===== src/rtl/tmr_fault_injector_pkg.sv =====
// rtl/tmr_fault_injector_pkg.sv - shared widths, FSM states and lane indices for the TMR fault injector
package tmr_fault_injector_pkg;

  localparam int DATA_LEN_DEF = 8;
  localparam int CNT_W_DEF    = 16;

  localparam int LANE_A = 0;
  localparam int LANE_B = 1;
  localparam int LANE_C = 2;

  typedef enum logic [1:0] {
    IDLE = 2'd0,
    RUN  = 2'd1,
    DONE = 2'd2
  } state_t;

endpackage


===== src/rtl/tmr_voter_model.sv =====
// rtl/tmr_voter_model.sv - expected voter output and next sticky lane-fault state
module tmr_voter_model
  import tmr_fault_injector_pkg::*;
#(
  parameter int DATA_LEN = DATA_LEN_DEF
) (
  input  logic [DATA_LEN-1:0] e_a,
  input  logic [DATA_LEN-1:0] e_b,
  input  logic [DATA_LEN-1:0] e_c,
  input  logic [2:0]          fault_vec,
  output logic [DATA_LEN-1:0] exp_data,
  output logic                exp_error,
  output logic [2:0]          fault_next
);

  logic ab_diff, ac_diff, bc_diff;

  always_comb begin
    ab_diff   = (e_a != e_b);
    ac_diff   = (e_a != e_c);
    bc_diff   = (e_b != e_c);
    exp_data  = (e_a & e_b) | (e_a & e_c) | (e_b & e_c);
    exp_error = 1'b0;
    // Once a lane is flagged the voter runs simplex/duplex on the remaining lanes, A taking priority.
    if (fault_vec[LANE_A]) begin
      exp_data  = e_b;
      exp_error = bc_diff;
    end else if (fault_vec[LANE_B]) begin
      exp_data  = e_c;
      exp_error = ac_diff;
    end else if (fault_vec[LANE_C]) begin
      exp_data  = e_a;
      exp_error = ab_diff;
    end
    fault_next         = fault_vec;
    fault_next[LANE_A] = fault_vec[LANE_A] | (ab_diff & ac_diff);
    fault_next[LANE_B] = fault_vec[LANE_B] | (ab_diff & bc_diff);
    fault_next[LANE_C] = fault_vec[LANE_C] | (bc_diff & ac_diff);
  end

endmodule


===== src/rtl/tmr_fault_injector.sv =====
// rtl/tmr_fault_injector.sv - replicates a word stream into three lanes with inversion and checks the voter
module tmr_fault_injector
  import tmr_fault_injector_pkg::*;
#(
  parameter int DATA_LEN = DATA_LEN_DEF,
  parameter int CNT_W    = CNT_W_DEF
) (
  input  logic                clk,
  input  logic                reset_n,
  input  logic                start,
  input  logic [CNT_W-1:0]    run_len,
  input  logic                in_valid,
  input  logic [DATA_LEN-1:0] in_data,
  input  logic [2:0]          in_inj,
  output logic                in_ready,
  output logic [DATA_LEN-1:0] dataA_out,
  output logic [DATA_LEN-1:0] dataB_out,
  output logic [DATA_LEN-1:0] dataC_out,
  output logic                A_error_ctrl,
  output logic                B_error_ctrl,
  output logic                C_error_ctrl,
  input  logic [DATA_LEN-1:0] voter_data,
  input  logic                voter_error,
  output logic                chk_valid,
  output logic                chk_pass,
  output logic [2:0]          fault_vec,
  output logic [CNT_W-1:0]    word_cnt,
  output logic [CNT_W-1:0]    err_cnt,
  output logic                done
);

  localparam logic [CNT_W-1:0] ONE = CNT_W'(1);

  state_t              state, state_nxt;
  logic [CNT_W-1:0]    run_len_q, acc_cnt;
  logic                drv_vld, accept;
  logic [DATA_LEN-1:0] e_a, e_b, e_c, exp_data;
  logic                exp_error;
  logic [2:0]          fault_next;

  assign e_a       = A_error_ctrl ? ~dataA_out : dataA_out;
  assign e_b       = B_error_ctrl ? ~dataB_out : dataB_out;
  assign e_c       = C_error_ctrl ? ~dataC_out : dataC_out;
  assign in_ready  = (state == RUN) && (acc_cnt < run_len_q);
  assign accept    = in_valid && in_ready;
  assign chk_valid = drv_vld;
  assign chk_pass  = drv_vld && (voter_data == exp_data) && (voter_error == exp_error);
  assign done      = (state == DONE);

  tmr_voter_model #(.DATA_LEN(DATA_LEN)) u_model (
    .e_a        (e_a),
    .e_b        (e_b),
    .e_c        (e_c),
    .fault_vec  (fault_vec),
    .exp_data   (exp_data),
    .exp_error  (exp_error),
    .fault_next (fault_next)
  );

  always_comb begin
    state_nxt = state;
    case (state)
      IDLE: if (start) state_nxt = (run_len == '0) ? DONE : RUN;
      RUN:  if (drv_vld && ((word_cnt + ONE) == run_len_q)) state_nxt = DONE;
      DONE: state_nxt = IDLE;
      default: state_nxt = IDLE;
    endcase
  end

  always_ff @(posedge clk or negedge reset_n) begin
    if (!reset_n) begin
      state        <= IDLE;
      run_len_q    <= '0;
      acc_cnt      <= '0;
      drv_vld      <= 1'b0;
      dataA_out    <= '0;
      dataB_out    <= '0;
      dataC_out    <= '0;
      A_error_ctrl <= 1'b0;
      B_error_ctrl <= 1'b0;
      C_error_ctrl <= 1'b0;
      fault_vec    <= '0;
      word_cnt     <= '0;
      err_cnt      <= '0;
    end else begin
      state     <= state_nxt;
      // The shadow tracks the voter's sticky flags on every edge, held lanes included.
      fault_vec <= fault_next;
      drv_vld   <= accept;
      if (accept) begin
        dataA_out    <= in_data;
        dataB_out    <= in_data;
        dataC_out    <= in_data;
        A_error_ctrl <= in_inj[LANE_A];
        B_error_ctrl <= in_inj[LANE_B];
        C_error_ctrl <= in_inj[LANE_C];
        acc_cnt      <= acc_cnt + ONE;
      end
      if (state == IDLE && start) begin
        run_len_q <= run_len;
        acc_cnt   <= '0;
        word_cnt  <= '0;
        err_cnt   <= '0;
      end else if (drv_vld) begin
        word_cnt <= word_cnt + ONE;
        if (!chk_pass && (err_cnt != '1)) err_cnt <= err_cnt + ONE;
      end
    end
  end

endmodule


===== config.mk =====
export PLATFORM = sky130hd
export DESIGN_NAME = tmr_fault_injector
export DESIGN_NICKNAME = d
export VERILOG_FILES = /design/src/rtl/tmr_fault_injector_pkg.sv /design/src/rtl/tmr_voter_model.sv /design/src/rtl/tmr_fault_injector.sv
export SDC_FILE = /design/constraint.sdc
export NUM_CORES = 1
export LEC_CHECK = 0
export CAP_MARGIN = 20
export CORE_ASPECT_RATIO = 0.5
export CORE_MARGIN = 2
export CORE_UTILIZATION = 30
export CTS_BUF_LIST = sky130_fd_sc_hd__clkbuf_4 sky130_fd_sc_hd__clkbuf_8 sky130_fd_sc_hd__clkbuf_16
export CTS_CLUSTER_SIZE = 28
export DETAILED_ROUTE_END_ITERATION = 12
export PLACE_DENSITY = 0.5
export SLEW_MARGIN = 40
export SYNTH_ARGS = -nofsm -noshare
export SYNTH_HDL_FRONTEND = slang
export SYNTH_SLANG_ARGS = --single-unit

===== constraint.sdc =====
create_clock -name clk -period 5.5 [get_ports clk]
set_input_delay 1.1 -clock clk [delete_from_list [all_inputs] [get_ports clk]]
set_output_delay 1.1 -clock clk [all_outputs]
set_load 0.02 [all_outputs]

==> results_dict.tcl, run 1 <==
set metrics [dict create \
    status "completed" \
    synth_edf_count 0 \
    clk-insertion-delay-late_ns 0.35 \
    ys_top_cells_by_area "dfrtp_1, ha_1, xor2_1" \
    post_cts_resized 0 \
    yosys.area.top_type_share_pct 35.6 \
    grt_overflow 0 \
    synth.yosys.seq_area_share_pct 35.6 \
    required_ns 4.40 \
    dr.pass1.iters 4 \
    crit_chain "xor2_1 > ha_1 > or4_1 > o211ai_1 > mux2i_1 > nor2_1 > or4_4 > nor3_1 > clkdlybuf4s50_1" \
    post-cts-setup-buffers 0 \
    ir_worst_vdd_uv 203 \
    synth_nets 701 \
    crit_buf_inv 1 \
    h-tree-depth 3 \
    critPathMaxStageDelay_ns 0.82 \
    startpoint_type "flip-flop" \
    area_growth_syn_to_layout_pct 26.1 \
    avgRoutedWirePerCell_um 15.7 \
    clock_path_buffers 2 \
    finalCriticalPeriod_ns 5.02 \
    synth_cell_types 58 \
    p_leak_nw 3.05 \
    top_layer_used "met4" \
    initial_core_util_pct 30.8 \
    die_h_um 101 \
    hold_viol 0 \
    drt-met1-wl_um 7600 \
    whs_ns 0.520 \
    track_usage_pct 16.1 \
    cp.arrival_ns 3.92 \
    yosysTopAreaCell "dfrtp_1" \
    crit_type "reg -> out" \
    grt_setup_unrepaired "false" \
    final_cell_area_sq_um 7170 \
    final_common_cell "clkdlybuf4s50_1" \
    rows 35 \
    yosys_warnings 0 \
    ys_seq_elements 81 \
    cts.sinks 81 \
    drc 0 \
    fmax_mhz 199 \
    layout-drive-gt1-share_pct 9.39 \
    post-route-period-util_pct 91.3 \
    routed_wl_um 15200 \
    port_buffers 105 \
    finalSetupTns_ns 0 \
    cp_slowest_cell "dfrtp_1" \
    final_nets 777 \
    clkTransAtPathRegs_ns 0.07 \
    setup_violations 0 \
    grt_max_degree 60 \
    maxSlewViolCount 0 \
    cts_buffers 9 \
    crit_path_start "B_error_ctrl$_DFFE_PN0P_" \
    fp.coreArea_sq_um 18500 \
    worstReg2RegStart "B_error_ctrl$_DFFE_PN0P_" \
    syn-mean-instance-area_sq_um 9.15 \
    globalplace.congestion 0.840 \
    synthFlopType "dfrtp_1" \
    final_cell_mix "clkdlybuf4s50_1, dfrtp_1, nand2_1, xor2_1, ha_1" \
    viasPerCell 4.94 \
    hp-start "acc_cnt[2]$_DFFE_PN0P_" \
    grt_pass1_vias 4834 \
    hpwl_um 11200 \
    hold_path.class "reg -> reg" \
    clock-skew-final_ns 0.0116 \
    relSlewSlack_pct 51.1 \
    clock-root-buffer "clkbuf_16" \
    crit_fanout 16 \
    met3WireLength_um 554 \
    end_kind "output port" \
    die-area_sq_um 20100 \
    cap_violations 0 \
    vias 4760 \
    chipWidth_um 199 \
    synth_area_sq_um 5690 \
    fin_util_pct 38.8 \
    async_flop_share_pct 100 \
    cts_tree "built" \
    cp_top_family "simple AND/OR/NAND/NOR gates" \
    drt-initial-drc-count 218 \
    pwr_density_cell_nw_per_um2 382 \
    cts_hold_buf 0 \
    tightestPinTransition_ns 0.716 \
    grt_pass1_wl_um 25400 \
    ios 106 \
    wl_met2_um 6840 \
    fill_cells 1886 \
    ant_nets 0 \
    antenna_found_initial 0 \
    postPlaceCellArea_sq_um 6860 \
    syn-instance-count 622 \
]
==> Yosys cell counts (2+ instances only) <==
| library cell | n |
|---|---|
| mux2i_1 | 12 |
| dfrtp_1 | 81 |
| a21o_1 | 7 |
| nand2_1 | 64 |
| o31ai_1 | 2 |
| buf_4 | 17 |
| nand2b_1 | 9 |
| nand4_1 | 13 |
| ha_1 | 39 |
| nor2_1 | 36 |
| o21ai_2 | 7 |
| a2111oi_0 | 2 |
| a221oi_1 | 2 |
| o211ai_1 | 6 |
| buf_6 | 2 |
| a211oi_1 | 3 |
| or4_4 | 2 |
| o21ai_0 | 28 |
| buf_2 | 8 |
| a21oi_2 | 8 |
| clkbuf_1 | 17 |
| o22ai_1 | 3 |
| nor4_1 | 12 |
| and3_1 | 11 |
| a221o_1 | 2 |
| and2_1 | 6 |
| xnor2_1 | 30 |
| or3_1 | 14 |
| a31o_2 | 5 |
| inv_1 | 27 |
| a21oi_1 | 27 |
| xor2_1 | 44 |
| mux2_2 | 12 |
| nand3_1 | 26 |
| and4_1 | 2 |
| nor3_1 | 8 |
| or4_1 | 7 |
==> through the flow <==
| step | setup slack [ns] | power (mW) | cells |
|---|---|---|---|
| after floorplan | 1.35 | 1.73 | 622 |
| after global placement | 0.904 | 2.10 | 944 |
| after detailed placement | 0.845 | 2.13 | 946 |
| after CTS | 0.449 | 2.78 | 962 |
| after global routing | 0.237 | 2.97 | 962 |
| final | 0.478 | 2.74 | 963 |
==> state kept, by name (all words and copies together) (netlist names) <==
signal,count
dataC_out,8
err_cnt,16
word_cnt,16
chk_valid,1
run_len_q,16
A_error_ctrl,1
B_error_ctrl,1
state,2
C_error_ctrl,1
fault_vec,3
acc_cnt,16
==> metal layers <==
| metal | vias to the layer above | global-route usage, % |
|---|---|---|
| met3 | 15 | 3.53 |
| li1 | 2341 | - |
| met2 | 78 | 25.7 |
| met1 | 2326 | 22.4 |
| met4 | 0 | 3.73 |
| met5 | - | 0 |
==> report_power, final <==
| part | internal, mW | switching [mW] | total [mW] |
|---|---|---|---|
| clock | 0.366 | 0.263 | 0.629 |
| combinational | 0.556 | 0.610 | 1.17 |
| sequential | 0.734 | 0.211 | 0.945 |
| total | 1.66 | 1.08 | 2.74 |
==> worst paths after layout <==
kind | to | slack, ns | cells after the start
setup reg to reg | err_cnt[10]$_DFFE_PN0P_ | 1.82 | 11
hold reg to reg | acc_cnt[2]$_DFFE_PN0P_ | 0.52 | 1
setup / recovery | chk_pass | 0.48 | 9
hold / removal | acc_cnt[2]$_DFFE_PN0P_ | 0.52 | 1
min in group asynchronous | dataC_out[1]$_DFFE_PN0P_ | 0.66 | 1
max in group asynchronous | word_cnt[10]$_DFFE_PN0P_ | 3.97 | 2
==> logic make-up (layout without fill, tap and decap cells) <==
kind of cell / count (synthesis) / after routing / synth area share, %
simple gates: 213 / 213 / 18.8
mux: 24 / 24 / 4.49
buf+inv: 73 / 154 / 6.66
flops: 81 / 81 / 35.6
fa+ha+maj: 39 / 39 / 8.58
compound gates: 117 / 117 / 14.2
other cells: 0 / 1 / 0
xor+xnor: 75 / 75 / 11.7
==> area by class of cell <==
type	count	area (sq um)	area share [%]
multi-input cells	468	3300	46.0
flip-flops and latches	81	2030	28.3
repair buffers	111	1110	15.5
well taps	259	324	4.52
clock buffers	10	239	3.33
inverters	27	101	1.41
clock inverters	6	66.3	0.924
diodes	1	2.50	0.0349
(Power assumes the default switching activity.)
==> run 2: changes to the inputs <==
--- a/config.mk
+++ b/config.mk
@@ -5,14 +5,15 @@
 export SDC_FILE = /design/constraint.sdc
 export NUM_CORES = 1
 export LEC_CHECK = 0
+export ABC_AREA = 0
 export CAP_MARGIN = 20
 export CORE_ASPECT_RATIO = 0.5
 export CORE_MARGIN = 2
-export CORE_UTILIZATION = 30
+export CORE_UTILIZATION = 58
 export CTS_BUF_LIST = sky130_fd_sc_hd__clkbuf_4 sky130_fd_sc_hd__clkbuf_8 sky130_fd_sc_hd__clkbuf_16
 export CTS_CLUSTER_SIZE = 28
 export DETAILED_ROUTE_END_ITERATION = 12
-export PLACE_DENSITY = 0.5
+export PLACE_DENSITY = 0.86
 export SLEW_MARGIN = 40
 export SYNTH_ARGS = -nofsm -noshare
 export SYNTH_HDL_FRONTEND = slang
==> results_dict.tcl, run 2 (synthesis results as in run 1) <==
set metrics [dict create \
    cts_buffers 9 \
    track_usage_pct 27.3 \
    initial_core_util_pct 60.0 \
    postPlaceCellArea_sq_um 6690 \
    reg2regPathDepth 12 \
    die_h_um 74.0 \
    hp-start "acc_cnt[2]$_DFFE_PN0P_" \
    layout-drive-gt1-share_pct 9.38 \
    clkTransAtPathRegs_ns 0.06 \
    post-route-period-util_pct 90.5 \
    fmax_mhz 201 \
    tightestPinTransition_ns 0.813 \
    cts_hold_buf 0 \
    ir_worst_vdd_uv 235 \
    drc 0 \
    clock_path_buffers 2 \
    ios 106 \
    grt_pass1_vias 4737 \
    viasPerCell 5.80 \
    final_nets 778 \
    hold_path.class "reg -> reg" \
    p_leak_nw 3.08 \
    hold_viol 0 \
    crit_fanout 16 \
    startpoint_type "flip-flop" \
    post-cts-setup-buffers 0 \
    finalCriticalPeriod_ns 4.98 \
    dr.pass1.iters 5 \
    final_cell_mix "clkdlybuf4s50_1, dfrtp_1, nand2_1, xor2_1, ha_1" \
    fin_util_pct 74.4 \
    status "completed" \
    final_common_cell "clkdlybuf4s50_1" \
    fill_cells 670 \
    end_kind "output port" \
    routed_wl_um 13600 \
    num_antenna_cells 0 \
    chipWidth_um 144 \
    rr_endpoint "err_cnt[14]$_DFFE_PN0P_" \
    rows 25 \
    clk-insertion-delay-late_ns 0.34 \
    avgRoutedWirePerCell_um 16.2 \
    grt_setup_unrepaired "false" \
    globalplace.congestion 0.927 \
    top_layer_used "met4" \
    cp.arrival_ns 3.88 \
    cts.sinks 81 \
    maxSlewViolCount 0 \
    final_cell_area_sq_um 7060 \
    port_buffers 105 \
    worstReg2RegStart "C_error_ctrl$_DFFE_PN0P_" \
    hold_end "acc_cnt[2]$_DFFE_PN0P_" \
    die-area_sq_um 10700 \
    setup_violations 0 \
    finalSetupTns_ns 0 \
    clock-skew-final_ns 0.00706 \
    whs_path_depth 1 \
    fp.coreArea_sq_um 9480 \
    grt_pass1_wl_um 22800 \
    ant_nets 0 \
    relSlewSlack_pct 45.3 \
    met3WireLength_um 876 \
    wl_met2_um 6260 \
    hpwl_um 9590 \
    area_growth_syn_to_layout_pct 24.0 \
    clock-root-buffer "clkbuf_16" \
    vias 4869 \
    cap_violations 0 \
    drt-met1-wl_um 6160 \
    reg2reg_slack_ns 1.70 \
    crit_type "reg -> out" \
    h-tree-depth 3 \
    post_cts_resized 0 \
    grt_max_degree 82 \
    grt_overflow 0 \
    required_ns 4.40 \
    cts_tree "built" \
    pwr_density_cell_nw_per_um2 395 \
    antenna_found_initial 0 \
    drt-initial-drc-count 251 \
]
-- run 2: worst max-delay path, stage by stage, from the launching register on --
cell	delay (ns)
dfrtp_1	0.78
xor2_1	0.20
ha_1	0.24
or4_1	0.50
o2111ai_1	0.12
a21boi_2	0.23
xnor2_1	0.08
or4_4	0.53
nor3_1	0.19
clkdlybuf4s50_1	0.66
-- run 2: how the worst max path moves through the flow --
stage                                        start  endpoint  slack, ns
after floorplan           C_error_ctrl$_DFFE_PN0P_  chk_pass       1.35
after global placement    B_error_ctrl$_DFFE_PN0P_  chk_pass       0.96
after detailed placement  C_error_ctrl$_DFFE_PN0P_  chk_pass       0.88
after CTS                 C_error_ctrl$_DFFE_PN0P_  chk_pass       0.51
after global routing      C_error_ctrl$_DFFE_PN0P_  chk_pass       0.32
final                     C_error_ctrl$_DFFE_PN0P_  chk_pass       0.52
-- run 2: per-layer routing --
layer,vias to the layer above,global-route usage (%)
met5,-,0
met4,0,9.80
met3,23,5.73
met2,154,46.0
met1,2349,35.6
li1,2343,-
-- run 2: where the power goes --
part	switching [mW]	internal [mW]
Sequential	0.206	0.734
Combinational	0.610	0.562
Clock	0.259	0.417
Total	1.08	1.71
-- run 2: layout make-up --
cell class / instances / area (sq um) / area share [%]
clock buffer: 10 / 239 / 3.39
clock inverter: 6 / 97.6 / 1.38
timing repair buffer: 112 / 1130 / 16.0
sequential: 81 / 2030 / 28.7
inverter: 27 / 101 / 1.44
multi-input combinational: 468 / 3290 / 46.6
tap: 135 / 169 / 2.39
-- run 2: through the flow --
step	hold slack [ns]	power [mW]	std cells	worst slack [ns]
after floorplan	0.476	1.73	622	1.35
after global placement	0.506	2.06	820	0.963
after detailed placement	0.516	2.10	822	0.877
after CTS	0.560	2.80	838	0.510
after global routing	0.579	2.99	839	0.320
final	0.561	2.79	839	0.523
==> run 3: changes to the inputs <==
--- a/config.mk
+++ b/config.mk
@@ -9,11 +9,11 @@
 export CAP_MARGIN = 20
 export CORE_ASPECT_RATIO = 0.5
 export CORE_MARGIN = 2
-export CORE_UTILIZATION = 58
+export CORE_UTILIZATION = 53
 export CTS_BUF_LIST = sky130_fd_sc_hd__clkbuf_4 sky130_fd_sc_hd__clkbuf_8 sky130_fd_sc_hd__clkbuf_16
 export CTS_CLUSTER_SIZE = 28
 export DETAILED_ROUTE_END_ITERATION = 12
-export PLACE_DENSITY = 0.86
+export PLACE_DENSITY = 0.8
 export SLEW_MARGIN = 40
 export SYNTH_ARGS = -nofsm -noshare
 export SYNTH_HDL_FRONTEND = slang
==> constraint.sdc (replaced) <==
create_clock -name clk -period 5.46 [get_ports clk]
set_input_delay 1.092 -clock clk [delete_from_list [all_inputs] [get_ports clk]]
set_output_delay 1.092 -clock clk [all_outputs]
set_load 0.02 [all_outputs]
==> results_dict.tcl, run 3 (synthesis results as in run 1) <==
set metrics [dict create \
    cp_slowest_cell "dfrtp_1" \
    clk-insertion-delay-late_ns 0.35 \
    h-tree-depth 3 \
    final_cell_mix "clkdlybuf4s50_1, dfrtp_1, nand2_1, xor2_1, ha_1" \
    grt_max_degree 82 \
    post-route-period-util_pct 91.4 \
    track_usage_pct 24.8 \
    ir_worst_vdd_uv 219 \
    initial_core_util_pct 55.2 \
    fmax_mhz 200 \
    cp.arrival_ns 3.90 \
    hpwl_um 9560 \
    grt_pass1_vias 4794 \
    pwr_density_cell_nw_per_um2 392 \
    clock-root-buffer "clkbuf_16" \
    rows 26 \
    clock_path_buffers 2 \
    end_kind "output port" \
    worst_slack_ns 0.470 \
    final_cells 841 \
    die_h_um 77.3 \
    avgRoutedWirePerCell_um 16.1 \
    cts.sinks 81 \
    vias 4875 \
    post-cts-setup-buffers 0 \
    status "completed" \
    area_growth_syn_to_layout_pct 22.9 \
    clock-skew-final_ns 0.0126 \
    crit_chain "xor2_1 > ha_1 > or4_1 > o211ai_1 > mux2i_1 > nor2_1 > or4_4 > nor3_1 > clkdlybuf4s50_1" \
    fp.coreArea_sq_um 10300 \
    die-area_sq_um 11600 \
    final_nets 775 \
    relSlewSlack_pct 52.3 \
    critPathMaxStageDelay_ns 0.80 \
    chipWidth_um 151 \
    finalSetupTns_ns 0 \
    num_antenna_cells 0 \
    dp_slack_ns 0.863 \
    finalCriticalPeriod_ns 4.99 \
    final_common_cell "clkdlybuf4s50_1" \
    routed_wl_um 13600 \
    post_cts_resized 0 \
    globalplace.congestion 0.934 \
    drt-initial-drc-count 331 \
    crit_type "reg -> out" \
    p_leak_nw 3.03 \
    setup_violations 0 \
    grt_overflow 0 \
    cts_tree "built" \
    grt_setup_unrepaired "false" \
    ant_nets 0 \
    required_ns 4.37 \
    crit_fanout 16 \
    grt_pass1_wl_um 22800 \
    tightestPinTransition_ns 0.715 \
    ios 106 \
    cts_buffers 9 \
    placed_cells 825 \
    drc 0 \
    hold_viol 0 \
    cap_violations 0 \
    clkTransAtPathRegs_ns 0.06 \
    hold_path.class "reg -> reg" \
    cts_hold_buf 0 \
    startpoint_type "flip-flop" \
    antenna_found_initial 0 \
    maxSlewViolCount 0 \
    dr.pass1.iters 5 \
    viasPerCell 5.80 \
    layout-drive-gt1-share_pct 9.13 \
    port_buffers 105 \
]
## run 3: cell types whose count changed in the layout (fill, tap and decap cells not counted)
cell	before	now
nor4_2	0	1
buf_16	1	0
inv_8	1	0
nor4_1	12	11
buf_6	3	0
clkinvlp_4	0	2
and2_2	0	1
and2_4	1	0
inv_6	2	3
bufinv_16	2	1
clkinv_4	1	0
clkbuf_8	1	2
## run 3: routing by layer
layer	track usage, %	wire length, um	vias to the layer above
li1	-	-	2329
met3	7.38	874	31
met2	39.5	6170	153
met5	0	0	-
met1	32.2	6260	2362
met4	8.30	258	0
## run 3: final cells by class
type                            count  area (sq um)
Fill cell                         825          3320
Multi-Input combinational cell    468          3290
Sequential cell                    81          2030
Timing Repair Buffer              109          1080
Clock buffer                       10           239
Tap cell                          140           175
Inverter                           27           101
Clock inverter                      6          71.3
## run 3: critical path, delay by kind of cell (launching register included)
family / cells / cell delay [ns]
muxes: 1 / 0.22
xor gates and xnor gates: 1 / 0.25
AOI/OAI and AO/OA: 1 / 0.13
DFF: 1 / 0.80
adders and majority gates: 1 / 0.26
and+or+nand+nor: 4 / 1.22
buffers and inverters: 1 / 0.68
## run 3: path summary, 6_finish.rpt
kind	startpoint	end	slack [ns]	cells after the start
min	acc_cnt[2]$_DFFE_PN0P_	acc_cnt[2]$_DFFE_PN0P_	0.53	1
max	B_error_ctrl$_DFFE_PN0P_	chk_pass	0.47	9
min in group asynchronous	reset_n	dataC_out[1]$_DFFE_PN0P_	0.75	1
min reg2reg	acc_cnt[2]$_DFFE_PN0P_	acc_cnt[2]$_DFFE_PN0P_	0.53	1
max reg2reg	B_error_ctrl$_DFFE_PN0P_	err_cnt[15]$_DFFE_PN0P_	1.69	10
max in group asynchronous	reset_n	run_len_q[14]$_DFFE_PN0P_	4.21	1
## run 3: stage by stage
| step | hold slack [ns] | power, mW | utilization, % | instance area [sq um] |
|---|---|---|---|---|
| detailed placement | 0.515 | 2.11 | 64.7 | 6670 |
| global placement | 0.509 | 2.07 | 64.7 | 6670 |
| finish | 0.525 | 2.74 | 67.8 | 6990 |
| floorplan | 0.476 | 1.74 | - | 5690 |
| global route | 0.570 | 2.95 | 67.8 | 6990 |
| CTS | 0.523 | 2.75 | 67.7 | 6980 |
## run 3: where the power goes
group	switching [mW]	internal [mW]
logic	0.605	0.557
registers	0.210	0.739
clock network	0.263	0.372
total	1.08	1.67
